### config.mk
export PLATFORM = sky130hd
export DESIGN_NAME = blastn_ungapped_extender
export DESIGN_NICKNAME = d
export VERILOG_FILES = /design/src/rtl/blastn_ungapped_extender.sv
export SDC_FILE = /design/constraint.sdc
export NUM_CORES = 1
export LEC_CHECK = 0
export CORE_MARGIN = 1
export CORE_UTILIZATION = 55
export CTS_BUF_LIST = sky130_fd_sc_hd__clkbuf_4
export DETAILED_ROUTE_END_ITERATION = 10
export MAX_ROUTING_LAYER = met4
export PLACE_DENSITY = 0.77
export SYNTH_ARGS = -nofsm -noshare
export SYNTH_HDL_FRONTEND = slang
export SYNTH_SLANG_ARGS = --single-unit
### constraint.sdc
create_clock -name array_clk -period 9.2 [get_ports array_clk]
set_input_delay 1.84 -clock array_clk [delete_from_list [all_inputs] [get_ports array_clk]]
set_output_delay 1.84 -clock array_clk [all_outputs]
set_load 0.01 [all_outputs]
### src/rtl/blastn_ungapped_extender.sv
// Ungapped X-drop seed extender: extends a Blastn seed hit right, then left, and
// reports the best-scoring span as an HSP record when it clears THRESHOLD.
//
// state     | meaning
// ----------+-----------------------------------------------------------
// S_IDLE    | waiting for a seed; seed_ready high
// S_R_FETCH | drive right-phase pointers with mem_rd
// S_R_CMP   | score right-phase characters, advance pointers upward
// S_L_INIT  | reload running from best, set left pointers to seed-1
// S_L_FETCH | drive left-phase pointers with mem_rd
// S_L_CMP   | score left-phase characters, advance pointers downward
// S_REPORT  | HSP record held on hsp_* until hsp_ready
module blastn_ungapped_extender #(
  parameter int LENGTH_CHAR    = 3,
  parameter int LENGTH_COUNTER = 8,
  parameter int LENGTH_SCORE   = 8,
  parameter int SEED_LEN       = 4,
  parameter int MATCH          = 1,
  parameter int MISMATCH       = 3,
  parameter int X_DROP         = 6,
  parameter int THRESHOLD      = 10
) (
  input  logic                      array_clk,
  input  logic                      reset,
  input  logic                      seed_valid,
  output logic                      seed_ready,
  input  logic [LENGTH_COUNTER-1:0] seed_q_addr,
  input  logic [LENGTH_COUNTER-1:0] seed_s_addr,
  input  logic [LENGTH_COUNTER-1:0] q_len,
  input  logic [LENGTH_COUNTER-1:0] s_len,
  output logic [LENGTH_COUNTER-1:0] Q_address,
  output logic [LENGTH_COUNTER-1:0] S_address,
  output logic                      mem_rd,
  input  logic [LENGTH_CHAR-1:0]    Q_context,
  input  logic [LENGTH_CHAR-1:0]    S_context,
  output logic                      hsp_valid,
  input  logic                      hsp_ready,
  output logic [LENGTH_COUNTER-1:0] hsp_q_addr,
  output logic [LENGTH_COUNTER-1:0] hsp_s_addr,
  output logic [LENGTH_COUNTER-1:0] hsp_length,
  output logic [LENGTH_SCORE-1:0]   hsp_score,
  output logic                      busy
);

  localparam int LC = LENGTH_COUNTER;
  localparam int SW = LENGTH_SCORE + 2;

  localparam logic signed [SW-1:0] C_SEED_SCORE = SW'(SEED_LEN * MATCH);
  localparam logic signed [SW-1:0] C_MATCH      = SW'(MATCH);
  localparam logic signed [SW-1:0] C_MISMATCH   = SW'(MISMATCH);
  localparam logic signed [SW-1:0] C_XDROP      = SW'(X_DROP);
  localparam logic signed [SW-1:0] C_THRESH     = SW'(THRESHOLD);
  localparam logic signed [SW-1:0] C_SCORE_MAX  = SW'((1 << LENGTH_SCORE) - 1);
  localparam logic [LC-1:0]        C_NO_ADDR    = '1;
  localparam logic [LC:0]          C_SEED_LEN_X = (LC+1)'(SEED_LEN);
  localparam logic [LENGTH_CHAR-1:0] C_CHAR_N   = LENGTH_CHAR'(5);

  typedef enum logic [2:0] {
    S_IDLE,
    S_R_FETCH,
    S_R_CMP,
    S_L_INIT,
    S_L_FETCH,
    S_L_CMP,
    S_REPORT
  } state_t;

  state_t r_state;
  state_t w_state_nxt;

  logic [LC-1:0]          r_seed_q;
  logic [LC-1:0]          r_seed_s;
  logic [LC-1:0]          r_q_len;
  logic [LC-1:0]          r_s_len;
  logic [LC-1:0]          r_q_ptr;
  logic [LC-1:0]          r_s_ptr;
  logic [LC-1:0]          r_steps;
  logic [LC-1:0]          r_r_ext;
  logic [LC-1:0]          r_l_ext;
  logic signed [SW-1:0]   r_running;
  logic signed [SW-1:0]   r_best;
  logic [LC-1:0]          r_hsp_q;
  logic [LC-1:0]          r_hsp_s;
  logic [LC-1:0]          r_hsp_len;
  logic [LENGTH_SCORE-1:0] r_hsp_score;

  logic                   w_accept;
  logic [LC:0]            w_q_end;
  logic [LC:0]            w_s_end;
  logic                   w_r_skip;
  logic                   w_l_skip;
  logic                   w_match;
  logic signed [SW-1:0]   w_run_step;
  logic                   w_improve;
  logic signed [SW-1:0]   w_best_step;
  logic [LC-1:0]          w_steps_inc;
  logic [LC-1:0]          w_q_ptr_inc;
  logic [LC-1:0]          w_s_ptr_inc;
  logic                   w_xdrop;
  logic                   w_r_stop;
  logic                   w_l_stop;
  logic signed [SW-1:0]   w_fin_best;
  logic [LC-1:0]          w_fin_l_ext;
  logic                   w_pass;

  assign seed_ready = (r_state == S_IDLE) && !reset;
  assign busy       = (r_state != S_IDLE);
  assign mem_rd     = (r_state == S_R_FETCH) || (r_state == S_L_FETCH);
  assign Q_address  = mem_rd ? r_q_ptr : C_NO_ADDR;
  assign S_address  = mem_rd ? r_s_ptr : C_NO_ADDR;
  assign hsp_valid  = (r_state == S_REPORT);
  assign hsp_q_addr = r_hsp_q;
  assign hsp_s_addr = r_hsp_s;
  assign hsp_length = r_hsp_len;
  assign hsp_score  = r_hsp_score;

  assign w_accept = seed_valid && seed_ready;

  // Widened by one bit so seeds near the top of the address space cannot wrap.
  assign w_q_end  = {1'b0, seed_q_addr} + C_SEED_LEN_X;
  assign w_s_end  = {1'b0, seed_s_addr} + C_SEED_LEN_X;
  assign w_r_skip = (w_q_end >= {1'b0, q_len}) || (w_s_end >= {1'b0, s_len});
  assign w_l_skip = (r_seed_q == '0) || (r_seed_s == '0);

  // N and "no data" never score as a match, even when both sides agree.
  assign w_match     = (Q_context == S_context) && (Q_context != '0) && (Q_context != C_CHAR_N);
  assign w_run_step  = w_match ? (r_running + C_MATCH) : (r_running - C_MISMATCH);
  assign w_improve   = (w_run_step > r_best);
  assign w_best_step = w_improve ? w_run_step : r_best;
  assign w_steps_inc = r_steps + LC'(1);
  assign w_q_ptr_inc = r_q_ptr + LC'(1);
  assign w_s_ptr_inc = r_s_ptr + LC'(1);
  assign w_xdrop     = ((w_best_step - w_run_step) >= C_XDROP);
  assign w_r_stop    = w_xdrop || (w_q_ptr_inc == r_q_len) || (w_s_ptr_inc == r_s_len);
  assign w_l_stop    = w_xdrop || (r_q_ptr == '0) || (r_s_ptr == '0);

  // Final best and left extension must include the step being scored this cycle.
  assign w_fin_best  = (r_state == S_L_CMP) ? w_best_step : r_best;
  assign w_fin_l_ext = ((r_state == S_L_CMP) && w_improve) ? w_steps_inc : r_l_ext;
  assign w_pass      = (w_fin_best >= C_THRESH);

  always_ff @(posedge array_clk or posedge reset) begin
    if (reset) begin
      r_state <= S_IDLE;
    end else begin
      r_state <= w_state_nxt;
    end
  end

  always_comb begin
    w_state_nxt = r_state;
    unique case (r_state)
      S_IDLE: begin
        if (w_accept) begin
          w_state_nxt = w_r_skip ? S_L_INIT : S_R_FETCH;
        end
      end
      S_R_FETCH: w_state_nxt = S_R_CMP;
      S_R_CMP:   w_state_nxt = w_r_stop ? S_L_INIT : S_R_FETCH;
      S_L_INIT: begin
        if (w_l_skip) begin
          w_state_nxt = w_pass ? S_REPORT : S_IDLE;
        end else begin
          w_state_nxt = S_L_FETCH;
        end
      end
      S_L_FETCH: w_state_nxt = S_L_CMP;
      S_L_CMP: begin
        if (w_l_stop) begin
          w_state_nxt = w_pass ? S_REPORT : S_IDLE;
        end
      end
      S_REPORT: begin
        if (hsp_ready) begin
          w_state_nxt = S_IDLE;
        end
      end
      default: w_state_nxt = S_IDLE;
    endcase
    if ((r_state == S_L_CMP) && !w_l_stop) begin
      w_state_nxt = S_L_FETCH;
    end
  end

  always_ff @(posedge array_clk or posedge reset) begin
    if (reset) begin
      r_seed_q    <= '0;
      r_seed_s    <= '0;
      r_q_len     <= '0;
      r_s_len     <= '0;
      r_q_ptr     <= '0;
      r_s_ptr     <= '0;
      r_steps     <= '0;
      r_r_ext     <= '0;
      r_l_ext     <= '0;
      r_running   <= '0;
      r_best      <= '0;
      r_hsp_q     <= '0;
      r_hsp_s     <= '0;
      r_hsp_len   <= '0;
      r_hsp_score <= '0;
    end else begin
      unique case (r_state)
        S_IDLE: begin
          if (w_accept) begin
            r_seed_q  <= seed_q_addr;
            r_seed_s  <= seed_s_addr;
            r_q_len   <= q_len;
            r_s_len   <= s_len;
            r_q_ptr   <= w_q_end[LC-1:0];
            r_s_ptr   <= w_s_end[LC-1:0];
            r_steps   <= '0;
            r_r_ext   <= '0;
            r_l_ext   <= '0;
            r_running <= C_SEED_SCORE;
            r_best    <= C_SEED_SCORE;
          end
        end
        S_R_CMP: begin
          r_running <= w_run_step;
          r_best    <= w_best_step;
          r_steps   <= w_steps_inc;
          r_q_ptr   <= w_q_ptr_inc;
          r_s_ptr   <= w_s_ptr_inc;
          if (w_improve) begin
            r_r_ext <= w_steps_inc;
          end
        end
        S_L_INIT: begin
          r_running <= r_best;
          r_steps   <= '0;
          r_q_ptr   <= r_seed_q - LC'(1);
          r_s_ptr   <= r_seed_s - LC'(1);
        end
        S_L_CMP: begin
          r_running <= w_run_step;
          r_best    <= w_best_step;
          r_steps   <= w_steps_inc;
          r_q_ptr   <= r_q_ptr - LC'(1);
          r_s_ptr   <= r_s_ptr - LC'(1);
          if (w_improve) begin
            r_l_ext <= w_steps_inc;
          end
        end
        default: ;
      endcase

      // The record is frozen on entry to S_REPORT so it stays stable under backpressure.
      if ((r_state != S_REPORT) && (w_state_nxt == S_REPORT)) begin
        r_hsp_q   <= r_seed_q - w_fin_l_ext;
        r_hsp_s   <= r_seed_s - w_fin_l_ext;
        r_hsp_len <= LC'(SEED_LEN) + w_fin_l_ext + r_r_ext;
        if (w_fin_best > C_SCORE_MAX) begin
          r_hsp_score <= '1;
        end else begin
          r_hsp_score <= w_fin_best[LENGTH_SCORE-1:0];
        end
      end
    end
  end

endmodule

==> metrics <==
status=finished, final reports clean; 1st-pass router iterations=7; Final Hold Fails=0; Placer Congestion=0.913; PnR worst setup slack=0.404 ns; CTS H-tree lvls=4; CTS Hold Bufs=0; DPL Wire Length=19000 um; largest registers=r_best x10, r_running x10; crit share post-route=95.6%; Die X=134 um; Clock Path Buffers=2; Port Buf Inserts=93; Synth Cell Area=0.00953 mm2; Post-synth EDFFs=0; CTS tree=yes; reg-to-reg slack, setup=2.61 ns; hold path startpoint=r_r_ext[2]$_DFFE_PP0P_; Slew Viols, Final=0; vias per std cell=6.05; io pins=94; max_slew headroom=20.1%; layer with the highest usage=met2; met2 GRT Util=48.7%; Final Skew=0.0208 ns; syn avg cell area=8.70 um2; CP startpoint kind=input port; main flop type after synthesis=dfrtp_1; Distinct cells, synth=65; DR WL/cell=18.5 um; CP Class=input port to flip-flop; FMAX=114 MHz; share of layout cells above drive strength 1=7.93%; die area=0.0179 mm2; RR Startpoint=r_running[3]$_DFFE_PP0P_; Area Overhead vs Synth=15.2%; CTS root buf=clkbuf_4; Worst Path Required=9.62 ns; pin slew with the least headroom to its limit=1.20 ns; Setup Viol. Count Final=0; register area share after synthesis=33.3%; nets=1298; Clock Sinks=127; Hold Worst Slack=0.490 ns; via count=8501; Synth Instances=1095; number of global-route vias before repair=8227; Residual DRC=0; synth warn=0; GRT Total Usage=31.4%; most frequent cells in the layout=nand2_1, dfrtp_1, clkdlybuf4s50_1; crit path max fanout=31; CP Capture Type=flip-flop; WHS Endpoint=r_r_ext[2]$_DFFE_PP0P_; hold path depth=2; largest stage delay on the critical path=0.54 ns; Clk Latency, worst-skew pair=0.54 ns; global-route wire length before repair=42400 um; Slowest cell on crit path=or4_1; Mapped Nets=1221; initial drt markers=882; height of the chip=134 um; total CTS buffers=17; FP Rows=47; met1 Use GR=39.8%; reg2reg path depth=27; initial antenna violation count=0; worst endpoint data arrival time=9.22 ns; Initial Util=56.9%; Core Area=0.0168 mm2; final instance area=0.0110 mm2; RR Endpoint=hsp_q_addr[7]$_DFFE_PP0P_; Hold Crit Class=flip-flop to flip-flop; Antenna Violating Nets Remaining=0; Final min period=8.80 ns; pre-CTS setup slack=-0.0647 ns; Overflow after GRT=0; cts repair resizes=0; ys async rst share=100%; clk slew on worst S/H paths=0.11 ns; RSZ-0062 raised after global routing=false; Placed Instance Area=0.0107 mm2; diode count=0; post-CTS setup buffers=0; post-synthesis register bit count=127; final wirelength=26000 um; pin count of the biggest net entering global routing=68; Max-Cap Viols=0; met3 Usage GRT=5.82%; commonest non-fill, non-tap cell in the layout=nand2_1
critical path, delay by kind of cell:
family	cells	cell delay, ns
buffers and inverters	4	1.01
AND/OR/NAND/NOR	7	1.69
AO/OA/AOI/OAI	12	2.36
XOR/XNOR	2	0.35
adder cells (fa/ha/maj)	4	1.37
multiplexers	2	0.57
area by class of cell:
cell class,count,area [um2]
clock buffer,19,143
clock inverter,13,170
fill,1445,5780
inverter,76,288
multi-input combinational,839,5850
sequential,127,3180
tap,220,275
timing repair buffer,111,1080
worst max-delay path by stage:
stage,depth (start not counted),startpoint,to,slack [ns]
3_5_place_dp,31,S_context[2],hsp_q_addr[7]$_DFFE_PP0P_,-0.06
6_report,31,S_context[2],hsp_q_addr[7]$_DFFE_PP0P_,0.40
4_1_cts,31,S_context[2],hsp_q_addr[7]$_DFFE_PP0P_,0.46
2_1_floorplan,30,S_context[2],hsp_length[0]$_DFFE_PP0P_,0.26
5_1_grt,31,S_context[2],hsp_q_addr[7]$_DFFE_PP0P_,0.02
3_3_place_gp,31,S_context[2],hsp_length[7]$_DFFE_PP0P_,0.18
through the flow:
stage               setup TNS [ns]  cells  utilization [%]
floorplan                        0   1095                -
global placement                 0   1373             63.7
detailed placement          -0.696   1373             63.7
CTS                              0   1405             65.5
global route                     0   1405             65.5
finish                           0   1405             65.5
cell families (layout without fill, tap and decap cells):
logic type	after synthesis	after routing	synth area share, %
xor gates and xnor gates	95	95	8.95
AOI/OAI and AO/OA	280	280	18.9
muxes	37	37	5.24
buffers and inverters	129	219	5.40
DFF	127	127	33.3
and+or+nand+nor	343	343	16.8
adders and majority gates	84	84	11.3
Yosys cell counts (all sizes together), types with 5 or more instances:
master	instances	area, um2
clkbuf	46	173
nor2b	13	83.8
a31o	8	70.1
and3	10	62.6
o21ai	94	470
o21a	10	75.1
mux2	28	409
o31ai	8	60.1
xor2	40	350
a221oi	10	87.6
dfrtp	127	3180
o22ai	16	100
a222oi	7	70.1
nor4	10	62.6
a211oi	6	45.0
nand2	134	503
or3	17	106
nor3	32	160
nand4	5	31.3
a22oi	5	37.5
ha	80	1000
nand2b	14	87.6
nand3	30	150
xnor2	54	480
a21o	9	67.6
a21oi	54	282
a31oi	14	87.6
nor2	64	240
a22o	11	96.3
buf	7	56.3
mux2i	9	90.1
inv	76	285
per-layer routing:
metal | share of wire, % | up-vias
met5 | 0 | -
met4 | 4.3 | 0
met3 | 6.6 | 83
met2 | 46 | 364
met1 | 43 | 4008
li1 | - | 4046
Power is left out: the tool's default activity adds up to more than one toggle a clock period on the data nets, which glitch-free logic cannot reach.
